===== src/rtl/fetch_ctrl.sv =====
// Instruction-fetch sequencer: owns the PC and drives a single-outstanding
// req/gnt/rvalid handshake, applying branch redirects and hazard stalls.
module fetch_ctrl #(
    parameter int                  ADDR_W   = 32,
    parameter int                  INSTR_W  = 32,
    parameter logic [ADDR_W-1:0]   RESET_PC = '0,
    parameter logic [INSTR_W-1:0]  NOP      = '0
) (
    input  logic               clk,
    input  logic               rst,
    input  logic               PC_src,
    input  logic [ADDR_W-1:0]  PC_control,
    input  logic               PC_hazard,
    input  logic               data_hazard,
    output logic               imem_req,
    output logic [ADDR_W-1:0]  imem_addr,
    input  logic               imem_gnt,
    input  logic               imem_rvalid,
    input  logic [INSTR_W-1:0] imem_rdata,
    output logic [INSTR_W-1:0] instruction,
    output logic [ADDR_W-1:0]  PC_next,
    output logic               instr_valid,
    output logic [15:0]        stall_cnt
);

    typedef enum logic [1:0] {IDLE, REQ, RESP, HOLD} state_t;

    state_t             state, state_d;
    logic [ADDR_W-1:0]  pc, pc_d, pc_next_d;
    logic [INSTR_W-1:0] instr_d;
    logic               valid_d, drop, drop_d, req_held, req_held_d;
    logic [15:0]        stall_d;
    logic               hazard, accept;
    logic [ADDR_W-1:0]  pc_plus4;

    assign hazard    = PC_hazard | data_hazard;
    assign pc_plus4  = pc + ADDR_W'(4);
    // Once a request is on the bus it stays up until granted, even if a hazard appears.
    assign imem_req  = (state == REQ) && (req_held || !hazard);
    assign imem_addr = pc;
    assign accept    = imem_req && imem_gnt;

    always_comb begin
        // NOTE: every signal gets a default here so no path through the case infers a latch.
        state_d    = state;
        pc_d       = pc;
        pc_next_d  = PC_next;
        instr_d    = instruction;
        valid_d    = instr_valid;
        drop_d     = drop;
        req_held_d = 1'b0;
        stall_d    = (hazard && stall_cnt != 16'hFFFF) ? stall_cnt + 16'd1 : stall_cnt;

        if (instr_valid && !hazard)
            valid_d = 1'b0;

        case (state)
            IDLE: state_d = REQ;
            REQ: begin
                if (PC_src) begin
                    pc_d    = PC_control;
                    valid_d = 1'b0;
                    instr_d = NOP;
                    if (accept) begin
                        drop_d  = 1'b1;
                        state_d = RESP;
                    end
                end else if (accept) begin
                    state_d = RESP;
                end else begin
                    req_held_d = imem_req;
                end
            end
            RESP: begin
                if (PC_src) begin
                    pc_d    = PC_control;
                    valid_d = 1'b0;
                    instr_d = NOP;
                    // A response arriving with the redirect is simply the one being discarded.
                    if (imem_rvalid) begin
                        drop_d  = 1'b0;
                        state_d = REQ;
                    end else begin
                        drop_d  = 1'b1;
                    end
                end else if (imem_rvalid) begin
                    if (drop) begin
                        drop_d  = 1'b0;
                        state_d = REQ;
                    end else begin
                        instr_d   = imem_rdata;
                        pc_d      = pc_plus4;
                        pc_next_d = pc_plus4;
                        valid_d   = 1'b1;
                        state_d   = hazard ? HOLD : REQ;
                    end
                end
            end
            HOLD: begin
                if (PC_src) begin
                    pc_d    = PC_control;
                    valid_d = 1'b0;
                    instr_d = NOP;
                    state_d = REQ;
                end else if (!hazard) begin
                    state_d = REQ;
                end
            end
            default: state_d = IDLE;
        endcase
    end

    // NOTE: sequential state uses non-blocking assignments so all registers update together.
    always_ff @(posedge clk or posedge rst) begin
        if (rst) begin
            state       <= IDLE;
            pc          <= RESET_PC;
            PC_next     <= RESET_PC;
            instruction <= NOP;
            instr_valid <= 1'b0;
            drop        <= 1'b0;
            req_held    <= 1'b0;
            stall_cnt   <= 16'd0;
        end else begin
            state       <= state_d;
            pc          <= pc_d;
            PC_next     <= pc_next_d;
            instruction <= instr_d;
            instr_valid <= valid_d;
            drop        <= drop_d;
            req_held    <= req_held_d;
            stall_cnt   <= stall_d;
        end
    end

endmodule


===== config.mk =====
export PLATFORM = sky130hd
export DESIGN_NAME = fetch_ctrl
export DESIGN_NICKNAME = d
export VERILOG_FILES = /design/src/rtl/fetch_ctrl.sv
export SDC_FILE = /design/constraint.sdc
export NUM_CORES = 1
export LEC_CHECK = 0
export ABC_AREA = 1
export BUFFER_PORTS_ARGS = -buffer_cell sky130_fd_sc_hd__buf_2
export CELL_PAD_IN_SITES_DETAIL_PLACEMENT = 2
export CELL_PAD_IN_SITES_GLOBAL_PLACEMENT = 2
export CORE_UTILIZATION = 31
export CTS_BUF_LIST = sky130_fd_sc_hd__clkbuf_8 sky130_fd_sc_hd__clkbuf_16
export DETAILED_ROUTE_END_ITERATION = 8
export PLACE_DENSITY_LB_ADDON = 0.3
export SYNTH_ARGS = -nofsm -noshare
export SYNTH_HDL_FRONTEND = slang
export SYNTH_SLANG_ARGS = --single-unit
export TNS_END_PERCENT = 5

===== constraint.sdc =====
create_clock -name clk -period 6.2 [get_ports clk]
set_clock_uncertainty 0.05 [all_clocks]
set_input_delay 0.93 -clock clk [delete_from_list [all_inputs] [get_ports clk]]
set_output_delay 0.93 -clock clk [all_outputs]
set_load 0.02 [all_outputs]

==> impl_metrics.py <==
metrics = {
    "run_status": {
        "status": "finished clean",
    },
    "worst_setup_path": {
        "reg2reg_slack_ns": 3.45,
        "critPathArrivalTime_ns": 3.06,
        "critPathLaunchType": "register",
        "end_kind": "register",
        "reg2reg_from": "state[1]",
        "crit_required_ns": 6.51,
        "critPathMaxFanout": 49,
        "crit_type": "reg -> reg",
        "rr_worst_depth": 10,
        "r2r_end": "imem_addr[20]",
    },
    "global_route": {
        "grt_max_degree": 77,
        "grt-ovfl-total": 0,
        "grt_use_total_pct": 22.40,
        "grt_pass1_vias": 6605,
        "antenna_found_initial": 2,
        "grt_pass1_wl_um": 35380,
    },
    "floorplanning": {
        "initial_core_util_pct": 31.76,
        "rows": 51,
        "die_w_um": 143.4,
        "dieArea_mm2": 0.02057,
        "pin_count": 185,
        "core_area_mm2": 0.01953,
        "die_height_um": 143.4,
    },
    "synthesis": {
        "yosys.cell_types.count": 34,
        "synth.avg_cell_area_um2": 7.462,
        "netlist_area_mm2": 0.006201,
        "synth_top_area_share_pct": 47.22,
        "synth-edff-count": 0,
        "ys_warn_count": 0,
        "postSynthCellCount": 831,
        "synth_flop_cell": "dfrtp_1",
        "synth_fp_nets": 909,
        "yosys-top-cells-area": "dfrtp_1, nand2_1, nor2_1",
        "synth_top_cell_by_area": "dfrtp_1",
        "synth_seq_area_share_pct": 47.22,
        "synth-async-reset-ratio_pct": 100.0,
        "ys_ff_latch": 117,
    },
    "sta": {
        "period_needed_ns": 2.754,
        "period_share_pct": 44.42,
        "slew_violations": 0,
        "fmax_ghz": 0.3631,
        "fin_setup_tns_ns": 0,
        "hold_violations": 0,
        "maxSlewHeadroom_pct": 31.24,
        "setup_violations": 0,
        "rsz0062_at_grt": "no",
        "tightest_slew_ns": 1.031,
    },
    "placed_design": {
        "place.detailed.hpwl_um": 15800,
        "gp_congestion": 0.7715,
        "io_buffers": 184,
    },
    "detailed_routing": {
        "first_pass_iters": 4,
        "ant_nets": 0,
        "wl_per_cell_um": 17.16,
        "routed_wl_um": 22070,
        "remaining_drc_errors": 0,
        "drt_iter0_drc": 164,
        "vias_per_cell": 4.845,
        "num_vias": 6231,
    },
    "cells_and_area": {
        "multi_input_area_mm2": 0.002859,
        "final-seq-area_mm2": 0.002928,
        "post-route-util_pct": 40.68,
        "areaGrowthSynthToFinish_pct": 28.11,
        "drive_above_1_share_pct": 24.41,
        "fillCellCount": 2377,
        "nets": 1085,
        "layout_common_cells": "nand2_1, buf_2, dfrtp_1",
        "layout_commonest_cell": "nand2_1",
    },
    "job": {
        "drv_cap": 0,
    },
    "clocking": {
        "root_buffer": "clkbuf_16",
        "cts-buffers-inserted": 17,
        "cts.clk_slew.worst_paths_ns": 0.06,
        "holdBufCountCts": 0,
        "cts_tree": "done",
        "cts_resized": 0,
        "cts.sinks": 117,
        "clkLatencyLatePin_ns": 0.42,
        "clock_path_buffers": 2,
        "cts_setup_buffers": 0,
        "h-tree-depth": 4,
    },
    "hold_path": {
        "hold_path_depth": 2,
        "whs_endpoint": "PC_next[28]",
        "hold_path.class": "reg -> reg",
        "min-delay-start": "PC_next[28]",
    },
    "power": {
        "powerDensity_mw_per_mm2": 561.3,
        "vdd_drop_max_mv": 0.1988,
        "p_leak_uw": 0.004101,
    },
}
==> layout make-up <==
| type | instances | share of cell area [%] |
|---|---|---|
| Timing Repair Buffer | 188 | 11.97 |
| Clock inverter | 15 | 2.898 |
| Sequential cell | 117 | 36.86 |
| Tap cell | 265 | 4.174 |
| Inverter | 57 | 2.725 |
| Clock buffer | 17 | 5.355 |
| Antenna cell | 1 | 0.03150 |
| Multi-Input combinational cell | 626 | 35.99 |
==> synthesized netlist by cell type (5+ instances only) <==
cell       n
nand2_1  323
dfrtp_1  117
nor2_1    91
o21ai_0   59
inv_1     51
nand3_1   46
a21oi_1   19
buf_2     13
a31oi_1   12
xor2_1     9
nor2_2     8
buf_4      7
ha_1       7
xnor2_1    7
buf_6      6
inv_2      6
nand4_1    5
nor2_4     5
o21ai_1    5
==> worst max path at each step <==
stage,from,slack [ns],depth (start not counted),endpoint
5_1_grt,state[1],3.20,10,imem_addr[20]
3_3_place_gp,PC_src,3.29,9,imem_addr[24]
4_1_cts,state[1],3.39,10,imem_addr[20]
3_5_place_dp,PC_src,3.16,7,instruction[28]
2_1_floorplan,rst,2.12,1,PC_next[0]
6_report,state[1],3.45,10,imem_addr[20]
==> layer usage <==
layer	track usage [%]	part of all wire (%)
met2	36.61	48
met3	5.398	5.3
met5	0	0.050
met4	6.719	1.2
met1	29.21	46
==> state kept, by name (all words and copies together), names as in the netlist <==
signal,count
PC_next,32
imem_addr,32
instruction,32
stall_cnt,16
state,2
drop,1
instr_valid,1
req_held,1
==> critical path, cell delays in order, from the launching register on <==
cell and delay, ns:
dfrtp_1 0.37, inv_1 0.10, ha_1 0.28, nor2_2 0.16, nand2_2 0.25, inv_2 0.53, buf_4 0.56, nor2_1 0.10
nor2_1 0.14, nand2_1 0.07, nand2_1 0.05
==> per-stage QoR <==
stage | hold WS [ns] | std cells | worst slack, ns | cell area, µm² | total power, µW
floorplan | 0.4092 | 831 | 2.119 | 6201 | 2713
global placement | 0.4092 | 1253 | 3.287 | 7286 | 3282
detailed placement | 0.4153 | 1253 | 3.164 | 7286 | 3367
CTS | 0.4314 | 1285 | 3.388 | 7941 | 4519
global route | 0.4515 | 1286 | 3.201 | 7944 | 4786
finish | 0.4237 | 1286 | 3.446 | 7944 | 4459
==> power by group <==
part	switching (µW)	total (µW)	internal [µW]
combinational	1370	1950	588
clock	391	1110	717
sequential	319	1400	1080
total	2080	4460	2380
==> kinds of logic (layout without fill, tap and decap cells) <==
family / count (synthesis) / in the layout / share of synthesized area [%]
compound gates: 104 / 104 / 8.999
xor+xnor: 16 / 16 / 2.260
fa+ha+maj: 7 / 7 / 1.412
buf+inv: 88 / 277 / 6.759
flops: 117 / 117 / 47.22
mux: 1 / 1 / 0.1816
other cells: 0 / 1 / 0
simple gates: 498 / 498 / 33.17
No activity file was read; power rests on OpenSTA's default activity.
